**config.mk**
```make
export PLATFORM = sky130hd
export DESIGN_NAME = crtc_6845
export DESIGN_NICKNAME = d
export VERILOG_FILES = /design/src/rtl/crtc_6845.sv
export SDC_FILE = /design/constraint.sdc
export NUM_CORES = 1
export LEC_CHECK = 0
export CAP_MARGIN = 20
export CORE_MARGIN = 2
export CORE_UTILIZATION = 60
export DETAILED_ROUTE_END_ITERATION = 7
export PLACE_DENSITY = 0.87
export SLEW_MARGIN = 20
export SYNTH_ARGS = -nofsm -noshare
export SYNTH_HDL_FRONTEND = slang
export SYNTH_SLANG_ARGS = --single-unit
```
**constraint.sdc**
```tcl
create_clock -name clock -period 3.4 [get_ports clock]
set_input_delay 1.02 -clock clock [delete_from_list [all_inputs] [get_ports clock]]
set_output_delay 1.02 -clock clock [all_outputs]
set_load 0.02 [all_outputs]
```
**src/rtl/crtc_6845.sv**
```systemverilog
// MC6845-style CRT controller: character/scanline timing, refresh address, syncs, cursor.
// Latency: vma/ra/de/syncs update one clock after the cce that advances them; cursor lags by CURSOR_SKEW cces. No backpressure.
module crtc_6845 #(
    parameter int CURSOR_SKEW = 0
) (
    input  logic        clock,
    input  logic        reset,
    input  logic        cce,
    input  logic        ce,
    input  logic        cs,
    input  logic        rs,
    input  logic        wr,
    input  logic [7:0]  d,
    output logic [7:0]  q,
    output logic [13:0] vma,
    output logic [4:0]  ra,
    output logic        hsync,
    output logic        vsync,
    output logic        de,
    output logic        cursor
);

    localparam logic [7:0] REG_MASK [16] = '{
        8'hFF, 8'hFF, 8'hFF, 8'hFF, 8'h7F, 8'h1F, 8'h7F, 8'h7F,
        8'h03, 8'h1F, 8'h7F, 8'h1F, 8'h3F, 8'hFF, 8'h3F, 8'hFF
    };
    localparam logic [1:0] SKEW_SEL = 2'(CURSOR_SKEW);

    logic [7:0]  r_q [16];
    logic [7:0]  r_d [16];
    logic [4:0]  addr_q, addr_d;

    logic [7:0]  hc_q, hc_d;
    logic [6:0]  vc_q, vc_d;
    logic [4:0]  ra_cnt_q, ra_cnt_d;
    logic [13:0] row_start_q, row_start_d;
    logic        adj_q, adj_d;
    logic [4:0]  frame_q, frame_d;
    logic        hs_q, hs_d;
    logic [3:0]  hs_rem_q, hs_rem_d;
    logic        vs_q, vs_d;
    logic [4:0]  vs_rem_q, vs_rem_d;
    logic [13:0] vma_q, vma_d;
    logic [4:0]  ra_q, ra_d;
    logic        de_q, de_d;
    logic [2:0]  cur_q, cur_d;

    logic        line_end;
    logic        frame_end;
    logic        hde, vde;
    logic        vs_start;
    logic        blink_on;
    logic        cur_now;
    logic [13:0] fetch_addr;

    // CPU register file: address latch on rs=0, masked data write on rs=1
    always_comb begin
        r_d    = r_q;
        addr_d = addr_q;
        if (ce && cs && !wr) begin
            if (!rs) begin
                addr_d = d[4:0];
            end else if (!addr_q[4]) begin
                r_d[addr_q[3:0]] = d & REG_MASK[addr_q[3:0]];
            end
        end
    end

    always_comb begin
        q = 8'h00;
        if (rs && addr_q == 5'd14) begin
            q = r_q[14];
        end else if (rs && addr_q == 5'd15) begin
            q = r_q[15];
        end
    end

    assign line_end   = (hc_q == r_q[0]);
    assign hde        = (hc_q < r_q[1]);
    assign vde        = (vc_q < r_q[6][6:0]) && !adj_q;
    assign vs_start   = !adj_q && (ra_cnt_q == 5'd0) && (vc_q == r_q[7][6:0]);
    assign fetch_addr = row_start_q + 14'(hc_q);

    always_comb begin
        blink_on = 1'b1;
        case (r_q[10][6:5])
            2'b00:   blink_on = 1'b1;
            2'b01:   blink_on = 1'b0;
            2'b10:   blink_on = !frame_q[3];
            default: blink_on = !frame_q[4];
        endcase
    end

    assign cur_now = hde && vde && blink_on
                   && (fetch_addr == {r_q[14][5:0], r_q[15]})
                   && (r_q[10][4:0] <= ra_cnt_q) && (ra_cnt_q <= r_q[11][4:0]);

    always_comb begin
        hc_d        = hc_q;
        vc_d        = vc_q;
        ra_cnt_d    = ra_cnt_q;
        row_start_d = row_start_q;
        adj_d       = adj_q;
        frame_d     = frame_q;
        hs_d        = hs_q;
        hs_rem_d    = hs_rem_q;
        vs_d        = vs_q;
        vs_rem_d    = vs_rem_q;
        vma_d       = vma_q;
        ra_d        = ra_q;
        de_d        = de_q;
        cur_d       = cur_q;
        frame_end   = 1'b0;
        if (cce) begin
            hc_d = line_end ? 8'd0 : hc_q + 8'd1;

            // Width 0 wraps the remaining-count to 15, giving 16 cces
            if (hc_q == r_q[2]) begin
                hs_d     = 1'b1;
                hs_rem_d = r_q[3][3:0] - 4'd1;
            end else if (hs_q) begin
                if (hs_rem_q == 4'd0) begin
                    hs_d = 1'b0;
                end else begin
                    hs_rem_d = hs_rem_q - 4'd1;
                end
            end

            // Lines are counted at line end; vsync drops at the start of the following line
            if (line_end && vs_q && vs_rem_q != 5'd0) begin
                vs_rem_d = vs_rem_q - 5'd1;
            end
            if (hc_q == 8'd0) begin
                if (vs_start) begin
                    vs_d     = 1'b1;
                    vs_rem_d = (r_q[3][7:4] == 4'd0) ? 5'd16 : {1'b0, r_q[3][7:4]};
                end else if (vs_q && vs_rem_q == 5'd0) begin
                    vs_d = 1'b0;
                end
            end

            if (line_end) begin
                if (adj_q) begin
                    if (ra_cnt_q == r_q[5][4:0] - 5'd1) begin
                        frame_end = 1'b1;
                    end else begin
                        ra_cnt_d = ra_cnt_q + 5'd1;
                    end
                end else if (ra_cnt_q == r_q[9][4:0]) begin
                    ra_cnt_d    = 5'd0;
                    vc_d        = vc_q + 7'd1;
                    row_start_d = row_start_q + 14'(r_q[1]);
                    if (vc_q == r_q[4][6:0]) begin
                        if (r_q[5][4:0] != 5'd0) begin
                            adj_d = 1'b1;
                        end else begin
                            frame_end = 1'b1;
                        end
                    end
                end else begin
                    ra_cnt_d = ra_cnt_q + 5'd1;
                end
            end

            if (frame_end) begin
                vc_d        = 7'd0;
                ra_cnt_d    = 5'd0;
                row_start_d = {r_q[12][5:0], r_q[13]};
                adj_d       = 1'b0;
                frame_d     = frame_q + 5'd1;
            end

            vma_d = fetch_addr;
            ra_d  = ra_cnt_q;
            de_d  = hde && vde;
            cur_d = {cur_q[1:0], cur_now};
        end
    end

    always_ff @(posedge clock) begin
        if (reset) begin
            for (int i = 0; i < 16; i++) begin
                r_q[i] <= 8'h00;
            end
            addr_q      <= '0;
            hc_q        <= '0;
            vc_q        <= '0;
            ra_cnt_q    <= '0;
            row_start_q <= '0;
            adj_q       <= 1'b0;
            frame_q     <= '0;
            hs_q        <= 1'b0;
            hs_rem_q    <= '0;
            vs_q        <= 1'b0;
            vs_rem_q    <= '0;
            vma_q       <= '0;
            ra_q        <= '0;
            de_q        <= 1'b0;
            cur_q       <= '0;
        end else begin
            r_q         <= r_d;
            addr_q      <= addr_d;
            hc_q        <= hc_d;
            vc_q        <= vc_d;
            ra_cnt_q    <= ra_cnt_d;
            row_start_q <= row_start_d;
            adj_q       <= adj_d;
            frame_q     <= frame_d;
            hs_q        <= hs_d;
            hs_rem_q    <= hs_rem_d;
            vs_q        <= vs_d;
            vs_rem_q    <= vs_rem_d;
            vma_q       <= vma_d;
            ra_q        <= ra_d;
            de_q        <= de_d;
            cur_q       <= cur_d;
        end
    end

    assign vma    = vma_q;
    assign ra     = ra_q;
    assign hsync  = hs_q;
    assign vsync  = vs_q;
    assign de     = de_q;
    assign cursor = cur_q[SKEW_SEL];

endmodule
```
# After elaboration in Yosys (flattened, before gate mapping)
# Memory sizes are Yosys's and may differ from the RTL's.
# Index checks and enable logic that the tools add are counted.
# word_totals
register_bits	205
latchBits	0
ramBits	0
romBits	128
word_cells	153
memories	1
# classes
addsub	10
n_mul	0
div	0
order_cmp	6
n_eq_ne	14
shifts	0
n_mux	47
n_bitwise	4
n_reduce_logical	40
# memory_table
name	depth	width	rd	rd_ports_with_merged_regs	wr	line_no	text
(no name shown)	16	8	1	0	0	64	r_d[addr_q[3:0]] = d & REG_MASK[addr_q[3:0]];
# op_table
cell	n
$bwmux W128	1
$mux W14	4
$mux W8	6
$mux W5	9
$demux W8 S4	1
$add A14 B8 Y14	2
$mux W7	4
$mux W1	18
$eq A8 B8 Y1	2
$logic_and A1 B1 Y1	16
$eq A14 B14 Y1	1
$eq A7 B7 Y1	2
$mux W4	3
$reduce_and A3 Y1	4
$add A5 B1 Y5 const B	2
$eq A5 B4 Y1 const B	2
$eq A5 B5 Y1	2
$le A5 B5 Y1	2
$logic_not A5 Y1	2
$reduce_bool A5 Y1	2
$sub A5 B1 Y5 const B	2
$add A8 B1 Y8 const B	1
$and A8 B8 Y8	1
$logic_not A4 Y1	2
20 further kinds	30

# Longest topological paths before layout
# Gate-level depths: netlist of run 1.
# depth
word_depth	9
mapped_depth	10
mapped_depth_nobuf	10

# Worst setup path after synthesis of run 1
# No wires, ideal clock.
# synth_timing
path_kind	input port to output port
startpoint	in rs
endpoint	out q[0]
t_arrival_ns	1.810
t_required_ns	2.380
setup_slack_ns	0.570
cell_stages	3
n_path_buf	0
cell_sequence	nor2b_1 > nand4_1 > nor2_1
# synth_via
elab_chain_len	3
elab_cells_between_ends	4
cone_classes	mux: 2; reduce/logical: 2
# synth_rtl
item	line_no	text
start, declared	11	input logic rs,
$logic_and A1 B1 Y1	73	end else if (rs && addr_q == 5'd15) begin
$mux W8	73	
$mux W8 *	71	if (rs && addr_q == 5'd14) begin
end, declared	14	output logic [7:0] q,
# Every way passes the cells marked *; elsewhere a longest branch is shown, timed or not.

# Worst setup path after layout of run 1
# layout_timing
startpoint	in rs
endpoint	out q[7]
# Same word-level chain as after synthesis.

==> metrics list, run 1 <==
- The flow ran to the end, and the final reports show no timing, DRC or antenna violations.
* Vias in the first global route: 8,553
* Net switching power: 1390 uW
- Average cell area after synthesis: 8.71 um^2
- Internal Power: 3530 uW
* Antenna diode count: 0
- P&R area growth vs syn: 12.2%
- Vias per cell: 6.27
* List of cells traversed by the critical path: dlymetal6s2s_1, nor2b_1, nand4_1, buf_6, nor2_1, clkdlybuf4s15_2
- Die Area: 18,000 um^2
* Endpoint kind of the worst setup timing path: output port
- First DRT Iteration DRCs: 1,067
- Critical path type: input port to output port
- Gate count of the mapped netlist: 1,169
- Fin. max-slew vios: 0
* Setup Buffers After CTS: 0
- Excluding fillers, the count of instances in the completed layout stands at 1,433.
* Post-route design area: 11,400 um^2
- Horizontal die dimension: 134 um
- Final hold violation count: 0
* Static leakage power: 0.00436 uW
- In the final design database the tool counted 1,266 nets.
* Wire length reported by the detailed router: 28,100 um
- The total overflow left after global routing is 0.
- Clock-pin slew on the worst setup and hold paths: 0.07 ns
- Length in cells of the worst reg-to-reg path: 10
* Data required, critical path: 2.38 ns
- Post-route ant nets: 0
- On the worst path, the slowest cell contributes a delay of 0.26 ns.
- R2r endpoint: cur_q[0]
- Launching element type of the critical path: input port
- Max Clk Rate: 324 MHz
- The total area inside the core boundary comes to 16,600 um^2.
- Sequential fraction of design power: 45.8%
- Source-to-sink clock delay at the later pin of the worst-skew pair: 0.44 ns
- Counting flops with an async set or reset pin after synthesis yields a share of 0%.
- The worst path uses 90.9% of the clock period.
* Number of max-capacitance violations reported: 0
- Once placement finished, the instance area stood at 10,900 um^2.
- Per report_power, the clock group accounts for 38.8% of the total.
- Net switching is 28.2% of the power.
* Share of cells above drive strength 1: 9.40%
- The cell area that synthesis handed to floorplanning was 10,200 um^2.
- Min Tclk post-route: 3.09 ns
- Headroom to the max-slew limit came out at 33.4%.
- Count of placed standard cells including taps: 1,401
- The worst register-to-register path has a setup slack of 0.33 ns.
* Post-CTS Hold Buffers: 0
* Worst min-delay path endpoint: r_q[99]
- Routed vias: 8,981
- The initialized floorplan defines 47 standard-cell rows.
- TritonCTS built the clock tree.
- Power density over cell area: 431 nW/um^2
- 46 I/O pins were placed.
- Post-detailed-route wirelength per cell: 19.6 um
* Crit path buffers/inverters: 3
- Max stage delay cell, worst path: sky130_fd_sc_hd__clkdlybuf4s15_2
- Hold-critical path depth: 2
- Data on the critical path arrives at its endpoint at 2.07 ns.
- In this run, the combinational gates consume 15.4% of the power.
- Top delay family on crit path: buffers and inverters
- After synthesis the netlist holds a flip-flop and latch count of 182.
- The H-tree was split into 4 levels.
- From bottom edge to top edge, the die measures 134 um.
* Estimated wirelength of the detail-placed design: 18,900 um
- The first TritonRoute pass finished after 7 iterations.
- Final setup violation count: 0
- Distinct cell type count after synthesis: 83
- Power comes to 4920 uW.
- Buffers inserted during clock tree synthesis total 17.
- Initial antenna violation count: 0
* Reg-to-Reg Start: row_start_q[0]
- Cells fill 68.9% of the core in the end.
- Wire length of the first global-routing pass: 44,500 um
- Setup repair after global routing left no endpoint under its margin.
- The synthesized design contains 0 enable-type register cells.
- Effective utilization at floorplan: 61.4%
* Path category of the worst min-delay check: flip-flop to flip-flop
- Port Buffer Count: 45
- Peak supply drop: 0.396 mV
- For this run, the number of Yosys warnings is 0.
- Share of synthesized area occupied by flip-flops and latches: 35.8%
* Worst Max-Slew Pin Slew: 0.996 ns
- Total global routing track utilization: 31.3%
- Post-route DRC violation count: 0
- Counting along the longest clock path gives a buffer depth of 2.
- Clock tree root driver cell: sky130_fd_sc_hd__clkbuf_16
* Max Fanout on Critical Path: 5
- Between clock sinks in the finished design, the worst skew comes to 0.00903 ns.
* Count of clock tree sinks: 182
* Startpoint of the most critical hold path: r_q[99]
* Number of nets produced by synthesis: 1,234
- Setup total negative slack on the finished layout was measured at 0 ns.
- Synth Flop Type: sky130_fd_sc_hd__dfxtp_1
* Pin count of the biggest net entering global routing: 97
- GP Congestion: 0.928
-- power by group through the flow --
stage | sequential [uW] | combinational [uW] | clock [uW]
finish | 2260 | 757 | 1910
global route | 2260 | 810 | 2000
CTS | 2250 | 739 | 1910
detailed placement | 2300 | 731 | 0
global placement | 2290 | 712 | 0
floorplan | 2290 | 510 | 0
-- cell usage in the layout (no fill, tap or decap), types with 13 or more instances in the layout --
cell and count:
sky130_fd_sc_hd__dfxtp_1 182, sky130_fd_sc_hd__nor2_1 171, sky130_fd_sc_hd__mux2i_1 112, sky130_fd_sc_hd__nand2_1 72, sky130_fd_sc_hd__a21oi_1 65, sky130_fd_sc_hd__inv_1 48, sky130_fd_sc_hd__ha_1 48, sky130_fd_sc_hd__xnor2_1 38
sky130_fd_sc_hd__buf_4 37, sky130_fd_sc_hd__o21ai_0 35, sky130_fd_sc_hd__clkdlybuf4s50_1 34, sky130_fd_sc_hd__nand3_1 31, sky130_fd_sc_hd__xor2_1 30, sky130_fd_sc_hd__nor3_1 30, sky130_fd_sc_hd__a211oi_1 25, sky130_fd_sc_hd__clkbuf_16 17
sky130_fd_sc_hd__nand4_1 16, sky130_fd_sc_hd__nor2b_1 13
-- tightest hold or removal path, stage by stage (launching register included) --
cell and delay [ns]:
sky130_fd_sc_hd__dfxtp_1 0.32, sky130_fd_sc_hd__nand2_1 0.05, sky130_fd_sc_hd__a21oi_1 0.05
-- cells by family (layout without fill, tap and decap cells) --
kind of cell             Yosys count  after routing  share of synthesized area (%)
adder cells (fa/ha/maj)           50             50                           6.29
AND/OR/NAND/NOR                  427            427                           21.7
AO/OA/AOI/OAI                    203            203                           12.9
multiplexers                     112            112                           11.0
buffers and inverters            117            161                           4.68
flip-flops                       182            182                           35.8
XOR/XNOR                          78             78                           7.66
-- cell usage after synthesis, types with 16 or more instances --
cell type | count | area, um^2
sky130_fd_sc_hd__dfxtp_1 | 182 | 3640
sky130_fd_sc_hd__nor2_1 | 171 | 642
sky130_fd_sc_hd__mux2i_1 | 112 | 1120
sky130_fd_sc_hd__nand2_1 | 72 | 270
sky130_fd_sc_hd__a21oi_1 | 65 | 325
sky130_fd_sc_hd__clkbuf_1 | 48 | 180
sky130_fd_sc_hd__ha_1 | 48 | 601
sky130_fd_sc_hd__inv_1 | 48 | 180
sky130_fd_sc_hd__xnor2_1 | 38 | 333
sky130_fd_sc_hd__o21ai_0 | 35 | 175
sky130_fd_sc_hd__nand3_1 | 31 | 155
sky130_fd_sc_hd__nor3_1 | 30 | 150
sky130_fd_sc_hd__xor2_1 | 30 | 263
sky130_fd_sc_hd__a211oi_1 | 25 | 188
sky130_fd_sc_hd__nand4_1 | 16 | 100
-- state kept, by name (all words and copies together) (netlist names) --
register / count
row_start_q: 14
de: 1
ra: 5
hsync: 1
r_q: 105
addr_q: 5
ra_cnt_q: 5
hs_rem_q: 4
vc_q: 7
adj_q: 1
vsync: 1
cur_q: 1
vs_rem_q: 5
hc_q: 8
frame_q: 5
vma: 14
-- repair_timing --
action / CTS / global route
hold endpoints to repair: 0 / 0
gates cloned: 0 / 1
endpoints found under the setup margin: 8 / 5
gates resized for setup: 29 / 6
-- metal layers --
metal  share of wire (%)  global-route usage, %  up-vias
met3                 8.3                   5.18       78
met5                   0                      0        -
li1                    -                      -     4170
met2                  47                   50.1      447
met1                  41                   40.6     4286
met4                 4.3                   16.4        0
-- final cells by class --
cell class / instances / area (um^2)
multi-input cells: 870 / 6070
fillers: 1246 / 5150
flip-flops and latches: 182 / 3640
repair buffers: 82 / 693
clock buffers: 20 / 467
well taps: 220 / 275
inverters: 48 / 180
clock inverters: 11 / 101
-- how the worst max path moves through the flow --
stage                   start       end  slack, ns  cells after the start
2_1_floorplan              rs      q[0]       0.57                      3
3_3_place_gp               rs      q[5]      -0.33                      6
3_5_place_dp               rs      q[3]      -0.38                      6
4_1_cts                    rs      q[6]       0.01                      6
5_1_grt        row_start_q[0]  cur_q[0]       0.14                     10
6_report                   rs      q[7]       0.31                      6
-- per-stage QoR --
stage / hold slack [ns] / setup slack [ns]
2_1_floorplan: 0.444 / 0.570
3_3_place_gp: 0.452 / -0.327
3_5_place_dp: 0.452 / -0.375
4_1_cts: 0.468 / 0.0106
5_1_grt: 0.495 / 0.135
6_report: 0.469 / 0.309
(Power assumes the default switching activity.)
==> inputs of run 2 (changes only) <==
--- a/config.mk
+++ b/config.mk
@@ -6,6 +6,7 @@
 export NUM_CORES = 1
 export LEC_CHECK = 0
 export CAP_MARGIN = 20
+export CORE_ASPECT_RATIO = 2
 export CORE_MARGIN = 2
 export CORE_UTILIZATION = 60
 export DETAILED_ROUTE_END_ITERATION = 7
==> run 2 against run 1 <==
Compared with the run above: die area up 0.35%; register-to-register slack is essentially flat; clock skew is essentially flat; sequential share of layout area is 0.21 points lower; combinational power increased by 3%; maximum frequency down 5.5%; largest power group unchanged.
==> metrics list, run 2 (same netlist as run 1, synthesis figures left out) <==
- Register-to-register setup slack: 0.32 ns
- Pin placement for this block handled 46 I/O pins.
- r_q holds more flip-flops than any other register.
* Static leakage power: 0.00442 uW
- The floorplan step set the die width to 96.1 um.
* Setup TNS: 0 ns
- Initial antenna violation count: 0
* Crit path DAT: 2.25 ns
- At the pin with the least slew margin, the transition time is 1.02 ns.
* Total power after layout: 5080 uW
- Detailed placement finished with a half-perimeter wire length of 21,100 um.
- Fin. max-slew vios: 0
* Critical path type: input port to output port
* Post-route design area: 11,500 um^2
* Wire length of the first global-routing pass: 46,800 um
* Relative max-transition margin: 31.6%
* Number of filler instances in the final layout: 1,255
- Once placement finished, the instance area stood at 10,900 um^2.
* CTS tree: done
- Maximum number of buffers from clock root to sink: 2
- Vias per cell: 6.41
- For this design, the CTS-stage hold fixing added 0 buffers.
* Post-route DRC violation count: 0
- Post-CTS timing repair inserted 0 buffers for setup.
- Dividing the detail-routed wire length by the instance count gives 20.8 um.
* Share of cells above drive strength 1: 9.98%
- Port Buffer Count: 45
- Cells fill 69.0% of the core in the end.
- Of the available clock period, the critical path in the final layout requires 96.2%.
- Leaving out fill and tap cells, the most frequent cell in the layout is sky130_fd_sc_hd__dfxtp_1.
- STA classifies the critical path startpoint as an input port.
- Number of levels the H-tree was split into: 4
- Min Tclk post-route: 3.27 ns
- For this block, the initial DRC count from the detailed router was 641.
- For the worst-skew pair, the clock arrives at the later sink with an insertion delay of 0.44 ns.
- Routed vias: 9,154
* Num rows: 67
- The number of clock buffers added by TritonCTS is 17.
- Number of flip-flops in the largest register: 105
* Peak supply drop: 0.337 mV
- Number of max-capacitance violations reported: 0
- The min-delay analysis places its worst path in the category flip-flop to flip-flop.
- Clock tree root driver cell: sky130_fd_sc_hd__clkbuf_16
- Power density over cell area: 441 nW/um^2
- Data required, critical path: 2.38 ns
- Entering global routing, the biggest net connects 176 pins.
- Number of optimization iterations in the first detailed-route pass: 6
* Net count of the finished layout: 1,274
- Total global routing track utilization: 33.9%
* Setup repair after global routing missed its margin: no
- Max Fanout on Critical Path: 9
- Most frequent cells in the layout: sky130_fd_sc_hd__dfxtp_1, sky130_fd_sc_hd__nor2_1, sky130_fd_sc_hd__mux2i_1
- Wire length reported by the detailed router: 29,700 um
- The core region is 16,700 um^2.
* Worst hold slack: 0.459 ns
* GP Congestion: 0.976
* Die Y: 188 um
* Endpoint kind of the worst setup timing path: output port
- The clock arrives with 0.00920 ns of skew.
- Die Area: 18,100 um^2
- For this configuration, the core starts out at a cell density of 61.1%.
- Max Clk Rate: 306 MHz
- Antenna diode count: 0
- Setup violations remaining at the end of the flow were counted as 0.
- The detail route stage leaves a number of antenna-violating nets equal to 0.
- Global routing finished with a remaining overflow of 0.
- Clock-pin slew was measured on the worst setup and hold paths at 0.07 ns.
- The flow ran to the end, and the final reports show no timing, DRC or antenna violations.
* Number of instances resized during post-cts repair: 13
- The number of global-route vias before repair was 9,209.
* Count of clock tree sinks: 182
- From synthesis to final layout, the design area changed by 13.0%.
- Final hold violation count: 0
[run 2: cell count changes in the layout (fill, tap and decap cells not counted), sizes merged]
cell | previous run | this run
clkinv | 5 | 3
clkbuf | 20 | 25
clkdlybuf4s15 | 1 | 0
clkdlybuf4s50 | 34 | 35
inv | 49 | 57
buf | 46 | 47
bufinv | 1 | 2
clkinvlp | 4 | 1
dlymetal6s2s | 1 | 0
[run 2: layout make-up]
type                            count  area [um^2]  share of cell area (%)
Inverter                           48          180                    1.57
Sequential cell                   182         3640                    31.7
Multi-Input combinational cell    870         6070                    52.7
Clock buffer                       17          425                    3.70
Tap cell                          207          259                    2.25
Timing Repair Buffer               90          753                    6.54
Clock inverter                     15          183                    1.59
[run 2: stage by stage]
step	setup slack [ns]	instances
finish	0.130	1429
global placement	-0.267	1397
floorplan	0.570	1169
detailed placement	-0.290	1397
global route	0.00734	1429
CTS	0.00439	1429
[run 2: path summary, 6_finish.rpt]
| kind | from | endpoint | depth (start not counted) |
|---|---|---|---|
| worst min-delay path | cur_q[0] | cur_q[0] | 2 |
| worst min register to register | cur_q[0] | cur_q[0] | 2 |
| worst max-delay path | rs | q[3] | 6 |
| worst max register to register | row_start_q[0] | cur_q[0] | 10 |
[run 2: critical path, stage by stage]
cell and delay, ns:
sky130_fd_sc_hd__clkdlybuf4s50_1 0.50, sky130_fd_sc_hd__nor2b_1 0.13, sky130_fd_sc_hd__nand4_1 0.11, sky130_fd_sc_hd__buf_4 0.19, sky130_fd_sc_hd__nor2_1 0.12, sky130_fd_sc_hd__clkbuf_2 0.18
[run 2: power by group]
part / total (uW) / internal [uW] / switching [uW]
Sequential: 2240 / 2190 / 53.1
Combinational: 776 / 291 / 486
Clock: 2060 / 1120 / 943
[run 2: metal layers]
layer / part of all wire [%] / up-vias / GRT usage (%)
li1: - / 4189 / -
met1: 34 / 4337 / 34.1
met2: 49 / 451 / 56.8
met3: 6.0 / 177 / 5.92
met4: 10 / 0 / 31.0
met5: 0 / - / 0
